--- src/rtl/serial_paralelo_rx.sv ---
// Serial-to-parallel receiver: hunts for the idle comma, locks byte
// alignment after BC_LOCK aligned commas, then emits bytes with a valid flag.
module serial_paralelo_rx #(
    parameter logic [7:0]  COMMA   = 8'hBC,
    parameter int unsigned BC_LOCK = 4
) (
    input  logic       clk32_f,
    input  logic       reset,
    input  logic       data_in,
    output logic [7:0] data_out,
    output logic       valid_out,
    output logic       byte_strobe,
    output logic       active
);

    typedef enum logic [1:0] {
        SEARCH = 2'd0,
        ALIGN  = 2'd1,
        ACTIVE = 2'd2
    } state_t;

    localparam logic [3:0] LOCK = 4'(BC_LOCK);

    state_t     state;
    state_t     state_nxt;
    logic [7:0] sr;
    logic [7:0] cand;
    logic [2:0] bit_cnt;
    logic [2:0] bit_cnt_nxt;
    logic [3:0] bc_cnt;
    logic [3:0] bc_cnt_nxt;
    logic [3:0] bc_inc;
    logic       match;
    logic       boundary;
    logic       pend;
    logic       pend_nxt;
    logic [7:0] pend_byte;
    logic       active_nxt;

    assign cand     = {sr[6:0], data_in};
    assign match    = (cand == COMMA);
    assign boundary = (bit_cnt == 3'd7);
    assign bc_inc   = bc_cnt + 4'd1;

    always_ff @(posedge clk32_f) begin
        if (reset) begin
            state       <= SEARCH;
            sr          <= 8'h00;
            bit_cnt     <= 3'd0;
            bc_cnt      <= 4'd0;
            pend        <= 1'b0;
            pend_byte   <= 8'h00;
            data_out    <= 8'h00;
            valid_out   <= 1'b0;
            byte_strobe <= 1'b0;
            active      <= 1'b0;
        end else begin
            state       <= state_nxt;
            sr          <= cand;
            bit_cnt     <= bit_cnt_nxt;
            bc_cnt      <= bc_cnt_nxt;
            pend        <= pend_nxt;
            byte_strobe <= pend;
            active      <= active_nxt;
            if (pend_nxt) begin
                pend_byte <= cand;
            end
            // Bytes reach the outputs one clock after their boundary.
            if (pend) begin
                data_out  <= pend_byte;
                valid_out <= (pend_byte != COMMA);
            end
        end
    end

    always_comb begin
        state_nxt   = state;
        bit_cnt_nxt = bit_cnt + 3'd1;
        bc_cnt_nxt  = bc_cnt;
        unique case (state)
            SEARCH: begin
                if (match) begin
                    bit_cnt_nxt = 3'd0;
                    bc_cnt_nxt  = 4'd1;
                    state_nxt   = (LOCK == 4'd1) ? ACTIVE : ALIGN;
                end
            end
            ALIGN: begin
                if (boundary) begin
                    if (match) begin
                        if (bc_inc >= LOCK) begin
                            bc_cnt_nxt = LOCK;
                            state_nxt  = ACTIVE;
                        end else begin
                            bc_cnt_nxt = bc_inc;
                        end
                    end else begin
                        bc_cnt_nxt = 4'd0;
                        state_nxt  = SEARCH;
                    end
                end
            end
            ACTIVE: begin
                state_nxt = ACTIVE;
            end
            default: begin
                state_nxt = SEARCH;
            end
        endcase
    end

    always_comb begin
        pend_nxt   = (state == ACTIVE) && boundary;
        active_nxt = (state == ACTIVE);
    end

endmodule
--- config.mk ---
export PLATFORM = sky130hd
export DESIGN_NAME = serial_paralelo_rx
export DESIGN_NICKNAME = d
export VERILOG_FILES = /design/src/rtl/serial_paralelo_rx.sv
export SDC_FILE = /design/constraint.sdc
export NUM_CORES = 1
export LEC_CHECK = 0
export BUFFER_PORTS_ARGS = -buffer_cell sky130_fd_sc_hd__buf_2
export CAP_MARGIN = 0
export CORE_ASPECT_RATIO = 1.2
export CORE_MARGIN = 3
export CORE_UTILIZATION = 45
export CTS_CLUSTER_DIAMETER = 120
export DETAILED_ROUTE_END_ITERATION = 12
export MAX_ROUTING_LAYER = met4
export PLACE_DENSITY = 0.61
export SLEW_MARGIN = 20
export SYNTH_ARGS = -nofsm -noshare
export SYNTH_HDL_FRONTEND = slang
export SYNTH_SLANG_ARGS = --single-unit
--- constraint.sdc ---
create_clock -name clk32_f -period 4.25 [get_ports clk32_f]
set_input_delay 0.2125 -clock clk32_f [delete_from_list [all_inputs] [get_ports clk32_f]]
set_output_delay 0.2125 -clock clk32_f [all_outputs]
set_load 0.1 [all_outputs]
; Word level (Yosys, flattened, before mapping)
; Cells that the tools add are included.
[op_classes]
muxes = 12
magnitude_cmp = 1
n_reduce_logical = 5
add_sub_neg = 2
n_eq_ne = 8
[op_table]
columns = cell, count
row1 = 4-bit two-way mux, 4
row2 = 8-bit equality test (second input constant), 1
row3 = 2-bit two-way mux, 4
row4 = 8-bit inequality test (second input constant), 1
row5 = 4-bit one-hot mux with 2 select lines, 1
row6 = 3-bit two-way mux, 2
row7 = 2-bit one-hot mux with 3 select lines, 1
row8 = 3-bit AND reduction, 2
row9 = 4-bit by 1-bit adder with 4-bit output (second input constant), 1
row10 = 4-bit by 3-bit >= comparator with 1-bit output (second input constant), 1
row11 = 2-bit inequality test (second input constant), 2
row12 = 3-bit by 1-bit adder with 3-bit output (second input constant), 1
row13 = 3-bit equality test (second input constant), 1
row14 = 3-bit inequality test (second input constant), 1
row15 = 2-bit by 1-bit equality test with 1-bit output (second input constant), 1
row16 = 2-bit equality test (second input constant), 1
row17 = 2-bit zero test, 1
row18 = 2-bit nonzero test, 1
row19 = 1-bit logical AND, 1
[word_totals]
out_inout_bits = 11
elab_cells = 38
in_bits = 3
register_bits = 36

; Longest topological paths before layout
; Gate-level depths: netlist of the first run.
[logic_depth]
ltp_word = 6
depth_mapped = 6

; Worst setup path after synthesis of the first run
; OpenSTA, ideal clock, no wires.
[synth_timing]
path_type = register -> register
start = register bit_cnt[0]
end = register pend_byte[3]
stages_incl_launch_ff = 7
t_required_ps = 4120
arrival_time_ps = 1226
path_slack_ps = 2894
n_path_buf = 1
cell_sequence = dfxtp_1 ha_1 ha_1 nand3b_1 buf_2 mux2i_1 nor2_1
[synth_between]
elab_chain_len = 2
[synth_rtl]
columns = element, line_no
row1 = "start, declared", 28  ; logic [2:0] bit_cnt;
row2 = "start signal, assigned", 60  ; bit_cnt <= bit_cnt_nxt;
row3 = 3-bit equality test, 42  ; assign boundary = (bit_cnt == 3'd7);
row4 = 1-bit logical AND, 113  ; pend_nxt = (state == ACTIVE) && boundary;
row5 = "end signal, assigned", 66  ; pend_byte <= cand;
row6 = "end, declared", 37  ; logic [7:0] pend_byte;
; Every way passes these cells.
; A chain may end at the register's enable or synchronous reset.

; Worst setup path in the final report of the first run
[layout_timing]
start = register bit_cnt[0]
end = register pend_byte[5]
; Same word-level chain as after synthesis.

==> results.yml, run 1 <==
run_status:
  outcome: "complete, no violations"
drt:
  postRouteAntennaNets: 0
  viasPerCell: 5.137
  drt-initial-drc-count: 25
  drt_pass1_iterations: 4
  drc: 0
  drt-total-wl_mm: 2.287
  avgRoutedWirePerCell_um: 13.07
  vias: 899
power_and_ir_drop:
  leakagePower_nw: 0.6437
  p_total_w: 0.0005428
  vdd_ir_drop_max_mv: 0.2762
  powerDensity_nw_per_um2: 369.2
worst_setup_path:
  required_ns: 4.46
  reg2reg_from: "bit_cnt[0]"
  cp_cell_sequence: "ha_1 > ha_1 > nand3b_1 > mux2i_1 > nor2_1"
  cpMaxStageDelayCell: "nand3b_1"
  critPathMaxStageDelay_ns: 0.41
  critical_path_class: "reg2reg"
  cp_common_cell: "ha_1"
  endpoint_kind: "register"
  critPathArrivalTime_ns: 1.80
  startpoint_type: "register"
  crit_fanout: 8
  startpoint: "bit_cnt[0]"
synthesis:
  seq_area_frac_synth_pct: 54.29
  synth_nets: 132
  async_flop_share_pct: 0
  synth_ff_type: "dfxtp_1"
  avgSynthCellArea_sq_um: 10.54
  synth_warnings: 0
  synthesis.area_sq_um: 1328
  synthCells: 126
  synth_edf_count: 0
  synth-seq-cells: 36
  yosysUniqueCellTypes: 28
timing:
  hold_viol: 0
  fmax_mhz: 629.8
  min_period_ns: 1.588
  setup-violations-final: 0
  slew_headroom_pct: 61.53
  tns_ns: 0
  finalClockSkew_ns: 0.004744
  tightest_slew_ns: 0.5770
  fin_crit_sh_pct: 37.36
  finalHoldWorstSlack_ns: 0.1096
  rsz0062_at_grt: "no"
  drv_slew: 0
clock_network:
  ctsResizeCount: 0
  insertion_delay_ns: 0.34
  htree_levels: 2
  post_cts_buffers: 0
  path_clk_slew_ns: 0.10
  clockRootBuffer: "clkbuf_4"
  cts_buffers: 5
  cts_max_path_buffers: 2
  hold_buffers: 0
  cts_tree: "built"
  clock_sinks: 36
global_route:
  grt_antenna_before_repair: 0
  use_met3_pct: 5.894
  track_usage_pct: 14.48
  grtUsageMet1_pct: 15.85
  grt_max_degree: 33
  grt_overflow: 0
  grt_pass1_wl_mm: 3.850
  met2_usage_pct: 22.78
  grt_pass1_vias: 838
  busiest_layer: "met2"
flow_run:
  maxCapViolations: 0
die:
  design.core.area_sq_um: 2678
  die_h_um: 65.50
  die_x_um: 55.58
  start_util_pct: 49.58
  die-area_sq_um: 3640
  rows: 20
  io_pins: 14
place:
  port_buffers: 13
  gp_congestion: 0.7222
  dp_hpwl_mm: 1.514
  dp.cells: 167
  placed_area_sq_um: 1411
layout:
  stdcell_count: 175
  n_antenna_cell: 0
  final_layout_size_suffix_gt1_share_pct: 17.61
  design_area_sq_um: 1470
  area_growth_pct: 10.74
  seq_area_sq_um: 720.7
  multi_input_area_sq_um: 580.6
  fin_nets: 147
  nFillCells: 223
hold_path:
  min_from: "data_in"
  hp-class: "in2reg"
## logic make-up after synthesis
kind of cell | count (synthesis) | synth area share (%)
adders and majority gates | 3 | 2.828
buffers and inverters | 6 | 1.979
DFF | 36 | 54.29
xor gates and xnor gates | 1 | 0.6599
AOI/OAI and AO/OA | 10 | 5.749
muxes | 16 | 12.06
and+or+nand+nor | 54 | 22.43
## synth_stat cells (2+ instances only)
cell type / count / area [sq um]
buf_1: 2 / 7.510
ha_1: 3 / 37.54
nor2_1: 21 / 78.83
nor3_1: 2 / 10.01
nand3_1: 5 / 25.02
a21oi_2: 2 / 17.52
and2_1: 4 / 25.02
o21ai_0: 3 / 15.01
mux2i_1: 16 / 160.2
nand3b_1: 3 / 22.52
dfxtp_1: 36 / 720.7
nor2b_1: 10 / 62.56
a31oi_1: 2 / 12.51
buf_2: 3 / 15.01
## path summary, 6_finish.rpt
| check | end | slack, ns | cells after the start |
|---|---|---|---|
| worst max-delay path | pend_byte[5] | 2.66 | 5 |
| worst min-delay path | sr[0] | 0.11 | 2 |
| worst max register to register | pend_byte[5] | 2.66 | 5 |
| worst min register to register | bit_cnt[0] | 0.44 | 1 |
## layout by cell type (no fill, tap or decap)
master,Yosys,layout
a21bo_1,1,1
nand2_1,1,1
and4bb_2,1,1
and4b_1,1,1
a41oi_2,1,1
a21oi_1,1,1
nand3b_1,3,3
o21ai_0,3,3
ha_1,3,3
nor3_1,2,2
inv_1,1,1
clkbuf_4,0,5
mux2i_1,16,16
clkbuf_8,0,1
a21oi_2,2,2
nand3_1,5,5
dfxtp_1,36,36
nand4b_1,1,1
nand3_2,1,1
nor2b_1,10,10
and2_1,4,4
nor2_1,21,21
nand2b_1,1,1
xor2_1,1,1
and3_2,1,1
buf_2,3,13
nor4_1,1,1
a31oi_1,2,2
clkbuf_1,0,2
nor4b_1,1,1
## worst max-delay path, delay by kind of cell (launching register included)
kind	cells	cell delay [ns]
simple gates	2	0.46
fa+ha+maj	2	0.42
flops	1	0.33
mux	1	0.25
## per-stage QoR
step	setup WS, ns	util (%)
2_1_floorplan	2.894	-
3_3_place_gp	2.715	52.71
3_5_place_dp	2.674	52.71
4_1_cts	2.654	54.91
5_1_grt	2.467	54.91
6_report	2.662	54.91
## layout make-up
cell class / instances / area share, %
Multi-Input combinational cell: 84 / 39.49
Timing Repair Buffer: 13 / 4.426
Inverter: 1 / 0.2553
Clock buffer: 8 / 4.000
Tap cell: 33 / 2.809
Sequential cell: 36 / 49.02
## where the power goes
group / internal (W) / total (W) / leakage [nW] / switching (W)
combinational: 0.00000387 / 0.0000108 / 0.320 / 0.00000693
clock: 0.0000816 / 0.000189 / 0.0326 / 0.000108
sequential: 0.000341 / 0.000343 / 0.291 / 0.00000190
total: 0.000426 / 0.000543 / 0.644 / 0.000116
## metal layers
metal / up-vias / share of wire (%)
li1: 462 / -
met1: 412 / 46
met2: 20 / 47
met3: 5 / 5.6
met4: 0 / 1.9
met5: - / 0
## sequential cells by signal (all words and copies together), names as in the netlist
| signal | flops |
|---|---|
| data_out | 8 |
| pend_byte | 8 |
| sr | 7 |
| bc_cnt | 4 |
| bit_cnt | 3 |
| state | 2 |
| active | 1 |
| byte_strobe | 1 |
| pend | 1 |
| valid_out | 1 |
Note: power is estimated with default switching activity, not from simulation.
==> inputs of run 2 (changes only) <==
Settings changed: ABC_AREA set to 1, PLACE_DENSITY 0.61 to 0.6.
Clock period 4.25 ns to 1.7 ns, I/O delays scaled along.
==> run 2 against run 1 <==
  * Die area up 5.9%
  * Synthesized area up 6.6%
  * Hold slack worse by 0.0084 ns
  * Global-route usage rose by 0.39 points
==> results.yml, run 2 <==
timing:
  finalClockSkew_ns: 0.003093
  finalHoldWorstSlack_ns: 0.1013
  min_period_ns: 1.300
  tightest_slew_ns: 0.5185
  rsz0062_at_grt: "no"
  fmax_mhz: 769.4
  slew_headroom_pct: 65.39
  tns_ns: 0
  hold_viol: 0
  fin_crit_sh_pct: 76.45
  drv_slew: 0
  setup-violations-final: 0
synthesis:
  synth-seq-cells: 36
  synth_top_area_cell: "dfxtp_1"
  synth_edf_count: 0
  async_flop_share_pct: 0
  synth_top_cell_area_share_pct: 50.93
  ys_top_cells_by_count: "dfxtp_1, inv_1, nor2_1"
  yosysUniqueCellTypes: 23
  avgSynthCellArea_sq_um: 7.862
  seq_area_frac_synth_pct: 50.93
  synth_nets: 186
  synth.most_common_cell: "dfxtp_1"
  synth_ff_type: "dfxtp_1"
  synthCells: 180
  yosys-top-cells-area: "dfxtp_1, inv_1, nor2_1"
  synth_warnings: 0
  synthesis.area_sq_um: 1415
die:
  design.core.area_sq_um: 2890
  io_pins: 14
  rows: 21
  start_util_pct: 48.96
  die_h_um: 67.43
  die_x_um: 57.19
  die-area_sq_um: 3856
global_route:
  grt_antenna_before_repair: 0
  grt_overflow: 0
  grt_pass1_wl_mm: 4.188
  grt_max_degree: 21
  track_usage_pct: 14.87
  grt_pass1_vias: 1009
worst_setup_path:
  cpMaxStageDelayCell: "dfxtp_1"
  startpoint_type: "register"
  cp_cell_sequence: "ha_1 > ha_1 > nand2_2 > o21ai_0 > a21oi_1"
  crit_fanout: 15
  crit_buf_inv: 0
  critPathArrivalTime_ns: 1.57
  endpoint_kind: "register"
  cp_common_cell: "ha_1"
  crit_family: "adder cells"
  critPathMaxStageDelay_ns: 0.32
  critical_path_class: "reg2reg"
  required_ns: 1.97
clock_network:
  cts_tree: "built"
  insertion_delay_ns: 0.33
  hold_buffers: 1
  path_clk_slew_ns: 0.10
  cts_max_path_buffers: 2
  htree_levels: 2
  cts_buffers: 5
  clockRootBuffer: "clkbuf_4"
  clock_sinks: 36
  ctsResizeCount: 0
  post_cts_buffers: 0
power_and_ir_drop:
  vdd_ir_drop_max_mv: 0.5365
  pwr-share-seq_pct: 62.1
  powerDensity_nw_per_um2: 877.0
  clkPwrFrac_pct: 35.4
  switching_share_pct: 20.59
  combPwrFrac_pct: 2.5
  leakagePower_nw: 0.7019
  p_int_w: 0.001099
  p_sw_w: 0.0002849
layout:
  final_layout_size_suffix_gt1_share_pct: 16.33
  final_common_cell: "dfxtp_1"
  n_antenna_cell: 0
  fin_nets: 202
  mostFrequentLayoutCells: "dfxtp_1, inv_1, nor2_1"
  top_regs: "data_out (8), pend_byte (8), sr (7)"
  area_growth_pct: 11.49
drt:
  drt_pass1_iterations: 4
  drc: 0
  avgRoutedWirePerCell_um: 10.49
  viasPerCell: 4.813
  drt-total-wl_mm: 2.412
  drt-initial-drc-count: 23
  postRouteAntennaNets: 0
  vias: 1107
flow_run:
  maxCapViolations: 0
place:
  dp_hpwl_mm: 1.776
  gp_congestion: 0.7831
  port_buffers: 13
run_status:
  outcome: "complete, no violations"
hold_path:
  hp-class: "in2reg"
[run 2: changes by cell type after synthesis, sizes merged, moves of 3 or more]
cell,before,now
nor2,21,28
inv,1,30
o21ai,3,17
nand3,6,9
nand4,0,3
nor2b,10,0
mux2i,16,0
a21oi,3,16
and2,4,0
nand2,1,24
[run 2: area by class of cell]
type / count / area [sq um]
Tap cell: 34 / 42.54
Timing Repair Buffer: 15 / 82.58
Fill cell: 291 / 1313
Clock buffer: 7 / 65.06
Multi-Input combinational cell: 108 / 554.3
Sequential cell: 36 / 720.7
Inverter: 30 / 112.6
[run 2: final timing paths]
check / end / cells past startpoint / startpoint / slack (ns)
setup reg to reg: pend_byte[1] / 5 / bit_cnt[0] / 0.40
setup / recovery: pend_byte[1] / 5 / bit_cnt[0] / 0.40
hold reg to reg: sr[5] / 2 / sr[4] / 0.45
hold / removal: sr[0] / 2 / reset / 0.10
[run 2: power by group through the flow]
stage / clock [W] / combinational [W] / sequential [W]
2_1_floorplan: 0 / 0.0000265 / 0.000877
3_5_place_dp: 0 / 0.0000341 / 0.000879
3_3_place_gp: 0 / 0.0000335 / 0.000878
5_1_grt: 0.000547 / 0.0000418 / 0.000861
6_report: 0.000490 / 0.0000349 / 0.000859
4_1_cts: 0.000518 / 0.0000361 / 0.000859
[run 2: layer usage]
layer	track usage [%]	part of all wire, %	vias up
met5	-	0	-
met4	9.565	1.8	0
met3	4.589	3.9	4
met2	26.14	52	19
met1	14.07	42	486
li1	-	-	598
[run 2: cells by family (layout without fill, tap and decap cells)]
logic type	count (synthesis)	in the layout	share of synthesized area, %
buffers and inverters	36	52	9.902
AND/OR/NAND/NOR	69	69	23.25
flip-flops	36	36	50.93
adder cells (fa/ha/maj)	3	3	2.653
XOR/XNOR	1	1	0.6190
AO/OA/AOI/OAI	35	35	12.64
[run 2: through the flow]
stage	utilization, %	setup slack (ns)	instance area, sq um	power [W]	instances
after global routing	54.59	0.2705	1578	0.001450	230
after detailed placement	51.99	0.4091	1503	0.0009131	222
final	54.59	0.4004	1578	0.001384	230
after floorplan	-	0.3844	1415	0.0009034	180
after CTS	54.59	0.3849	1578	0.001413	230
after global placement	51.99	0.4197	1503	0.0009119	222
